--- config.mk ---
export PLATFORM = sky130hd
export DESIGN_NAME = dwa_element_rotator
export DESIGN_NICKNAME = d
export VERILOG_FILES = /design/src/rtl/dwa_element_rotator.sv
export SDC_FILE = /design/constraint.sdc
export NUM_CORES = 1
export LEC_CHECK = 0
export BUFFER_PORTS_ARGS = -buffer_cell sky130_fd_sc_hd__buf_4
export CORE_UTILIZATION = 35
export DETAILED_ROUTE_END_ITERATION = 10
export GPL_TIMING_DRIVEN = 0
export SLEW_MARGIN = 20
export SYNTH_ARGS = -nofsm -noshare
export SYNTH_HDL_FRONTEND = slang
export SYNTH_SLANG_ARGS = --single-unit
--- constraint.sdc ---
create_clock -name clk -period 1.7 [get_ports clk]
set_input_delay 0.17 -clock clk [delete_from_list [all_inputs] [get_ports clk]]
set_output_delay 0.17 -clock clk [all_outputs]
set_load 0.03 [all_outputs]
--- src/rtl/dwa_element_rotator.sv ---
// dwa_element_rotator: rotates the thermometer popcount onto a moving window of unit elements
module dwa_element_rotator #(
  parameter int therm_width = 8,
  parameter int ptr_width   = 3
) (
  input  logic                   clk,
  input  logic                   rst_n,
  input  logic                   sample_valid,
  input  logic [therm_width-1:0] therm_in,
  input  logic                   dwa_bypass,
  output logic [therm_width-1:0] elem_out,
  output logic                   out_valid,
  output logic [ptr_width-1:0]   ptr,
  output logic                   bubble_err
);
  logic [therm_width-1:0]   r_elem;
  logic                     r_valid;
  logic [ptr_width-1:0]     r_ptr;
  logic                     r_bubble;
  logic [ptr_width:0]       w_cnt;
  logic [therm_width-1:0]   w_mask;
  logic [2*therm_width-1:0] w_dbl;
  logic [therm_width-1:0]   w_rot;
  logic [ptr_width:0]       w_sum;
  logic [ptr_width-1:0]     w_next;
  logic [therm_width-1:0]   w_inc;
  logic                     w_bubble;
  always_comb begin
    w_cnt = '0;
    for (int i = 0; i < therm_width; i++) w_cnt = w_cnt + (ptr_width+1)'(therm_in[i]);
  end
  always_comb begin
    w_mask = '0;
    for (int i = 0; i < therm_width; i++) w_mask[i] = (ptr_width+1)'(i) < w_cnt;
  end
  // Rotate via a double-width shift so the wrap works for non-power-of-two widths
  assign w_dbl    = {{therm_width{1'b0}}, w_mask} << r_ptr;
  assign w_rot    = w_dbl[therm_width-1:0] | w_dbl[2*therm_width-1:therm_width];
  assign w_sum    = {1'b0, r_ptr} + w_cnt;
  assign w_next   = w_sum >= (ptr_width+1)'(therm_width) ?
                    ptr_width'(w_sum - (ptr_width+1)'(therm_width)) : ptr_width'(w_sum);
  // A legal code 2^N-1 has no bit in common with its successor
  assign w_inc    = therm_in + therm_width'(1);
  assign w_bubble = |(therm_in & w_inc);
  always_ff @(posedge clk or negedge rst_n) begin
    if (!rst_n) begin
      r_elem   <= '0;
      r_valid  <= 1'b0;
      r_ptr    <= '0;
      r_bubble <= 1'b0;
    end else begin
      r_valid <= sample_valid;
      if (sample_valid) begin
        r_elem   <= dwa_bypass ? therm_in : w_rot;
        r_ptr    <= dwa_bypass ? r_ptr : w_next;
        r_bubble <= w_bubble;
      end
    end
  end
  assign elem_out   = r_elem;
  assign out_valid  = r_valid;
  assign ptr        = r_ptr;
  assign bubble_err = r_bubble;
endmodule

* Word-level counts from Yosys, hierarchy flattened
Index checks and enable logic that the tools add are counted.
** Word-level totals
- ROM bits :: 0
- Memories :: 0
- Flip-flop bits (word level) :: 13
- Input port bits :: 12
- Bits in latches :: 0
- Memory bits (writable) :: 0
- Output and inout port bits :: 13
** Cells by class
- Reductions and logical operators :: 2
- Order comparisons :: 9
- Bitwise gates (word level) :: 3
- Add/subtract/negate cells :: 10
- Multiplexer cells :: 2
- Multipliers :: 0
- Equal/unequal tests :: 0
- Shifts and indexed selects :: 1
- Divide/modulo/power cells :: 0
** Operators by type and width (count)
- $add 4x1->4 :: 4
- $lt 3x4->1 const A :: 4
- $shl 8x3->16 :: 1
- $add 8x1->8 const B :: 1
- $and 8x8->8 :: 1
- $lt 1x4->1 const A :: 2
- $lt 2x4->1 const A :: 2
- $mux 8 :: 1
- $or 8x8->8 :: 1
- $reduce_or 8->1 :: 1
- $add 3x1->4 :: 1
- $add 3x4->4 :: 1
- $ge 4x4->1 const B :: 1
- $add 2x1->3 :: 1
- $mux 3 :: 1
- $sub 3x1->3 const B :: 1
- $add 1x1->2 :: 1
- $reduce_and 2->1 :: 1
- $not 1->1 :: 1

* Logic depth before layout (Yosys ltp)
- Depth after elaboration :: 11
- Gate-level depth with buffers :: 14
- Gate-level depth less buffers :: 13

* Worst setup path after synthesis
OpenSTA, ideal clock, no wires.
- Kind :: input to register
- Start point :: input port therm_in[0]
- End point :: register r_ptr[2], in the netlist ptr[2]
- Data arrival time :: 3.346 ns
- Stages on the path :: 13
- Setup slack :: -1.771 ns
- Data required time :: 1.575 ns
- Buffers on the path :: 0
- Cells stage by stage :: inv_1 -> fa_1 -> fa_1 -> fa_1 -> inv_1 -> ha_1 -> inv_1 -> fa_1 -> inv_1 -> fa_1 -> xnor2_1 -> nor2_1 -> xnor2_1
** On the way
- Longest elaborated chain between the ends :: 10
- Elaborated cells between the ends (all ways) :: 11
- Those cells by class :: 9 x add/sub; 1 x order compare; 1 x mux
** Ends and longest elaborated chain
- from (decl) :: RTL line 9 : input logic [therm_width-1:0] therm_in,
- $add 1x1->2 * :: RTL line 30 : for (int i = 0; i < therm_width; i++) w_cnt = w_cnt + (ptr_width+1)'(therm_in[i]);
- $add 2x1->3 * :: RTL line 30
- $add 3x1->4 * :: RTL line 30
- $add 4x1->4 * (4 in a row) :: RTL line 30
- $add 3x4->4 * :: RTL line 39 : assign w_sum = {1'b0, r_ptr} + w_cnt;
- $ge 4x4->1 / $sub 3x1->3 (equally long branches) :: RTL line 40, 41
- $mux 3 * :: RTL line 40 : assign w_next = w_sum >= (ptr_width+1)'(therm_width) ?
- to (signal assigned) :: RTL line 55 : r_ptr <= dwa_bypass ? r_ptr : w_next;
- to (decl) :: RTL line 18 : logic [ptr_width-1:0] r_ptr;
Every way passes the cells marked *; elsewhere a longest branch is shown, timed or not.
A chain may end at the register's enable or synchronous reset.

* Worst setup path after layout
- Start point :: input port therm_in[3]
- End point :: register r_elem[4], in the netlist elem_out[4]
** On the way
- Longest elaborated chain between the ends :: 9
- Elaborated cells between the ends (all ways) :: 16
- Those cells by class :: 5 x add/sub; 8 x order compare; 1 x shift; 1 x mux; 1 x bitwise
** Ends and longest elaborated chain
- $add 3x1->4 * :: RTL line 30
- $add 4x1->4 * (4 in a row) :: RTL line 30
- $lt 1x4->1, or another cell as far along :: RTL line 34 : for (int i = 0; i < therm_width; i++) w_mask[i] = (ptr_width+1)'(i) < w_cnt;
- $shl 8x3->16 * :: RTL line 37 : assign w_dbl = {{therm_width{1'b0}}, w_mask} << r_ptr;
- $or 8x8->8 * :: RTL line 38 : assign w_rot = w_dbl[therm_width-1:0] | w_dbl[2*therm_width-1:therm_width];
- $mux 8 * :: RTL line 54 : r_elem <= dwa_bypass ? therm_in : w_rot;
- to (signal assigned) :: RTL line 54
- to (decl) :: RTL line 16 : logic [therm_width-1:0] r_elem;
Marks and branches as above.

==> impl_metrics.py <==
metrics = {
    "logic_synthesis": {
        "syn_nets": 158,
        "ys_seq_area_share_pct": 28.7,
        "ys_types": 34,
        "netlist_area_um2": 1130,
        "synth_warnings": 0,
        "ys_ff_latch": 13,
        "synthCells": 135,
        "avgSynthCellArea_um2": 8.39,
    },
    "sta": {
        "tightest_slew_ns": 0.436,
        "slew_headroom_pct": 70.6,
        "hold_viol_final": 0,
        "drv_slew": 0,
        "final-setup-viol-count": 11,
        "period_minus_slack_ns": 3.14,
        "grt_setup_unrepaired": "yes",
        "timing.final.crit_share_pct": 185,
        "setup_ws_ns": -1.44,
        "fmax_mhz": 318,
        "timing.hold.ws_ns": 0.0141,
        "fin_skew_ns": 0.00598,
    },
    "setup_path": {
        "start_kind": "primary input",
        "required_ns": 1.85,
        "critical_path_arrival_ns": 3.29,
        "critPathMaxFanout": 4,
        "crit_type": "primary input to register",
        "cp-end-kind": "register",
    },
    "finish": {
        "postLayoutCoreUtil_pct": 53.5,
        "antenna_cells": 0,
        "drive_above_1_share_pct": 40.0,
        "final_common_cell": "buf_4",
        "area_delta_synth_final_pct": 44.2,
        "final_cell_mix": "28 x buf_4, 13 x inv_1, 13 x nand2_1, 13 x dfrtp_1, 7 x nor2_1",
        "num-nets-final": 194,
    },
    "floorplanning": {
        "die_h_um": 58.9,
        "die_x_um": 58.9,
        "boundaryPins": 25,
        "std_cell_rows": 20,
        "die-area_um2": 3470,
        "start_util_pct": 37.1,
        "core-area_um2": 3050,
    },
    "global_routing": {
        "grt_pass1_vias": 1098,
        "grt-ovfl-total": 0,
        "antenna_found_initial": 0,
        "grt.total_usage_pct": 18.2,
        "grt_pass1_wl_um": 4870,
        "grt_max_degree": 14,
    },
    "clocking": {
        "clock_latency_ns": 0.27,
        "cts_tree": "yes",
        "root_buffer": "clkbuf_4",
        "clock-sinks": 13,
        "clock_path_buffers": 2,
        "htree_levels": 1,
        "clk_pin_slew_ns": 0.08,
        "cts_buffers": 3,
    },
    "pwr": {
        "peakVddDrop_mv": 0.503,
        "pwr_density_cell_nw_per_um2": 1670,
        "leakagePower_nw": 0.735,
    },
    "routing": {
        "viasPerCell": 5.20,
        "drc": 0,
        "antenna_left": 0,
        "first_pass_iters": 4,
        "drt_iter0_markers": 31,
        "routed_wl_um": 2870,
        "vias": 1113,
        "drt-wirelength-per-cell_um": 13.4,
    },
    "status": {
        "violations": "negative setup slack",
        "status": "finished with violations",
    },
    "worst_hold_path": {
        "hold_path.class": "primary input to register",
    },
    "place": {
        "place_congestion": 0.855,
        "dp_hpwl_um": 2220,
        "portBuffers": 23,
    },
    "flow_run": {
        "max_cap_violations": 0,
    },
}
==> metrics by stage <==
stage / TNS (ns) / worst slack (ns) / power (W) / cells / area, um^2
floorplan: -15.72 / -1.64 / 0.00175 / 135 / 1190
global placement: -19.61 / -1.95 / 0.00214 / 202 / 1420
detailed placement: -19.88 / -1.96 / 0.00218 / 202 / 1420
CTS: -14.87 / -1.46 / 0.00258 / 212 / 1570
global route: -15.73 / -1.56 / 0.00292 / 214 / 1630
finish: -14.55 / -1.44 / 0.00273 / 214 / 1630
==> layout make-up <==
cell class / count / area, um^2
multi-input cells: 94 / 837
clock buffers: 4 / 26.3
well taps: 44 / 55.1
repair buffers: 31 / 250
plain buffers: 8 / 46.3
fillers: 292 / 1420
inverters: 20 / 92.6
flip-flops and latches: 13 / 325
==> repair_timing <==
action                                  CTS  global route
endpoints found under the setup margin   11            11
cloned                                    1             0
pin swaps                                11             6
buffers inserted                          4             2
resized for setup                        18            10
endpoints found under the hold margin    13             0
hold buffers                              1             0
==> metal layers <==
metal  vias up  wire length (um)  part of all wire [%]  GRT usage, %
met5         -                 0                     0             0
met4         0                58                   2.0          8.50
met3         6                97                   3.4          1.10
met2        36              1460                    51          32.5
met1       534              1250                    44          22.2
li1        537                 -                     -             -
==> worst max-delay path: stages <==
cell       delay [ns]
buf_8            0.08
inv_4            0.03
fa_1             0.55
fa_1             0.43
fa_1             0.45
inv_2            0.08
ha_4             0.13
inv_2            0.03
fa_2             0.59
buf_4            0.16
nor2_1           0.06
a2111oi_4        0.25
a22o_1           0.21
a21oi_1          0.06
==> Yosys cell counts <==
| library cell | instances | area [um^2] |
|---|---|---|
| inv_1 | 19 | 71.3 |
| dfrtp_1 | 13 | 325 |
| nand2_1 | 13 | 48.8 |
| nor2_1 | 9 | 33.8 |
| a21oi_1 | 7 | 35.0 |
| o21ai_0 | 7 | 35.0 |
| ha_1 | 6 | 75.1 |
| fa_1 | 5 | 100 |
| o21ai_1 | 5 | 25.0 |
| a31oi_1 | 4 | 25.0 |
| buf_2 | 4 | 20.0 |
| nand3_1 | 4 | 20.0 |
| nor2b_1 | 4 | 25.0 |
| o22ai_1 | 4 | 25.0 |
| a221oi_1 | 3 | 26.3 |
| a22o_1 | 3 | 26.3 |
| xnor2_1 | 3 | 26.3 |
| a2111oi_1 | 2 | 20.0 |
| a221oi_2 | 2 | 30.0 |
| buf_4 | 2 | 15.0 |
| clkbuf_1 | 2 | 7.51 |
| mux2i_1 | 2 | 20.0 |
| a2111oi_2 | 1 | 15.0 |
| a211oi_1 | 1 | 7.51 |
| a21boi_0 | 1 | 7.51 |
| a21o_1 | 1 | 7.51 |
| a22oi_1 | 1 | 7.51 |
| and3_1 | 1 | 6.26 |
| clkinv_1 | 1 | 3.75 |
| mux2_2 | 1 | 11.3 |
| nor3_1 | 1 | 5.00 |
| o21ba_2 | 1 | 10.0 |
| or2_1 | 1 | 6.26 |
| xor2_1 | 1 | 8.76 |
==> path summary, 6_finish.rpt <==
| kind | from | endpoint | slack, ns | depth (start not counted) |
|---|---|---|---|---|
| worst max-delay path | therm_in[3] | elem_out[4]$_DFFE_PN0P_ | -1.44 | 14 |
| worst min-delay path | sample_valid | out_valid$_DFF_PN0_ | 0.01 | 1 |
| worst max register to register | ptr[0]$_DFFE_PN0P_ | elem_out[4]$_DFFE_PN0P_ | -0.10 | 6 |
| worst min register to register | elem_out[7]$_DFFE_PN0P_ | elem_out[7]$_DFFE_PN0P_ | 0.54 | 2 |
| max in group asynchronous | rst_n | ptr[0]$_DFFE_PN0P_ | 1.26 | 2 |
| min in group asynchronous | rst_n | elem_out[3]$_DFFE_PN0P_ | 0.28 | 2 |
==> logic make-up after synthesis <==
logic type      count (synthesis)  synth area share [%]
fa+ha+maj                      11                  15.5
compound gates                 43                  26.7
buf+inv                        28                  10.4
flops                          13                  28.7
xor+xnor                        4                  3.09
simple gates                   33                  12.8
mux                             3                  2.76
==> power by group <==
group	leakage (nW)	switching, W	internal, W	total (W)
logic	0.570	0.00113	0.000917	0.00205
registers	0.151	0.0000799	0.000413	0.000492
clock network	0.0150	0.0000968	0.0000908	0.000188
total	0.735	0.00131	0.00142	0.00273
==> state kept, by name (all words and copies together) (netlist names) <==
signal	cells
elem_out	8
ptr	3
bubble_err	1
out_valid	1
No activity file was read; power rests on OpenSTA's default activity.
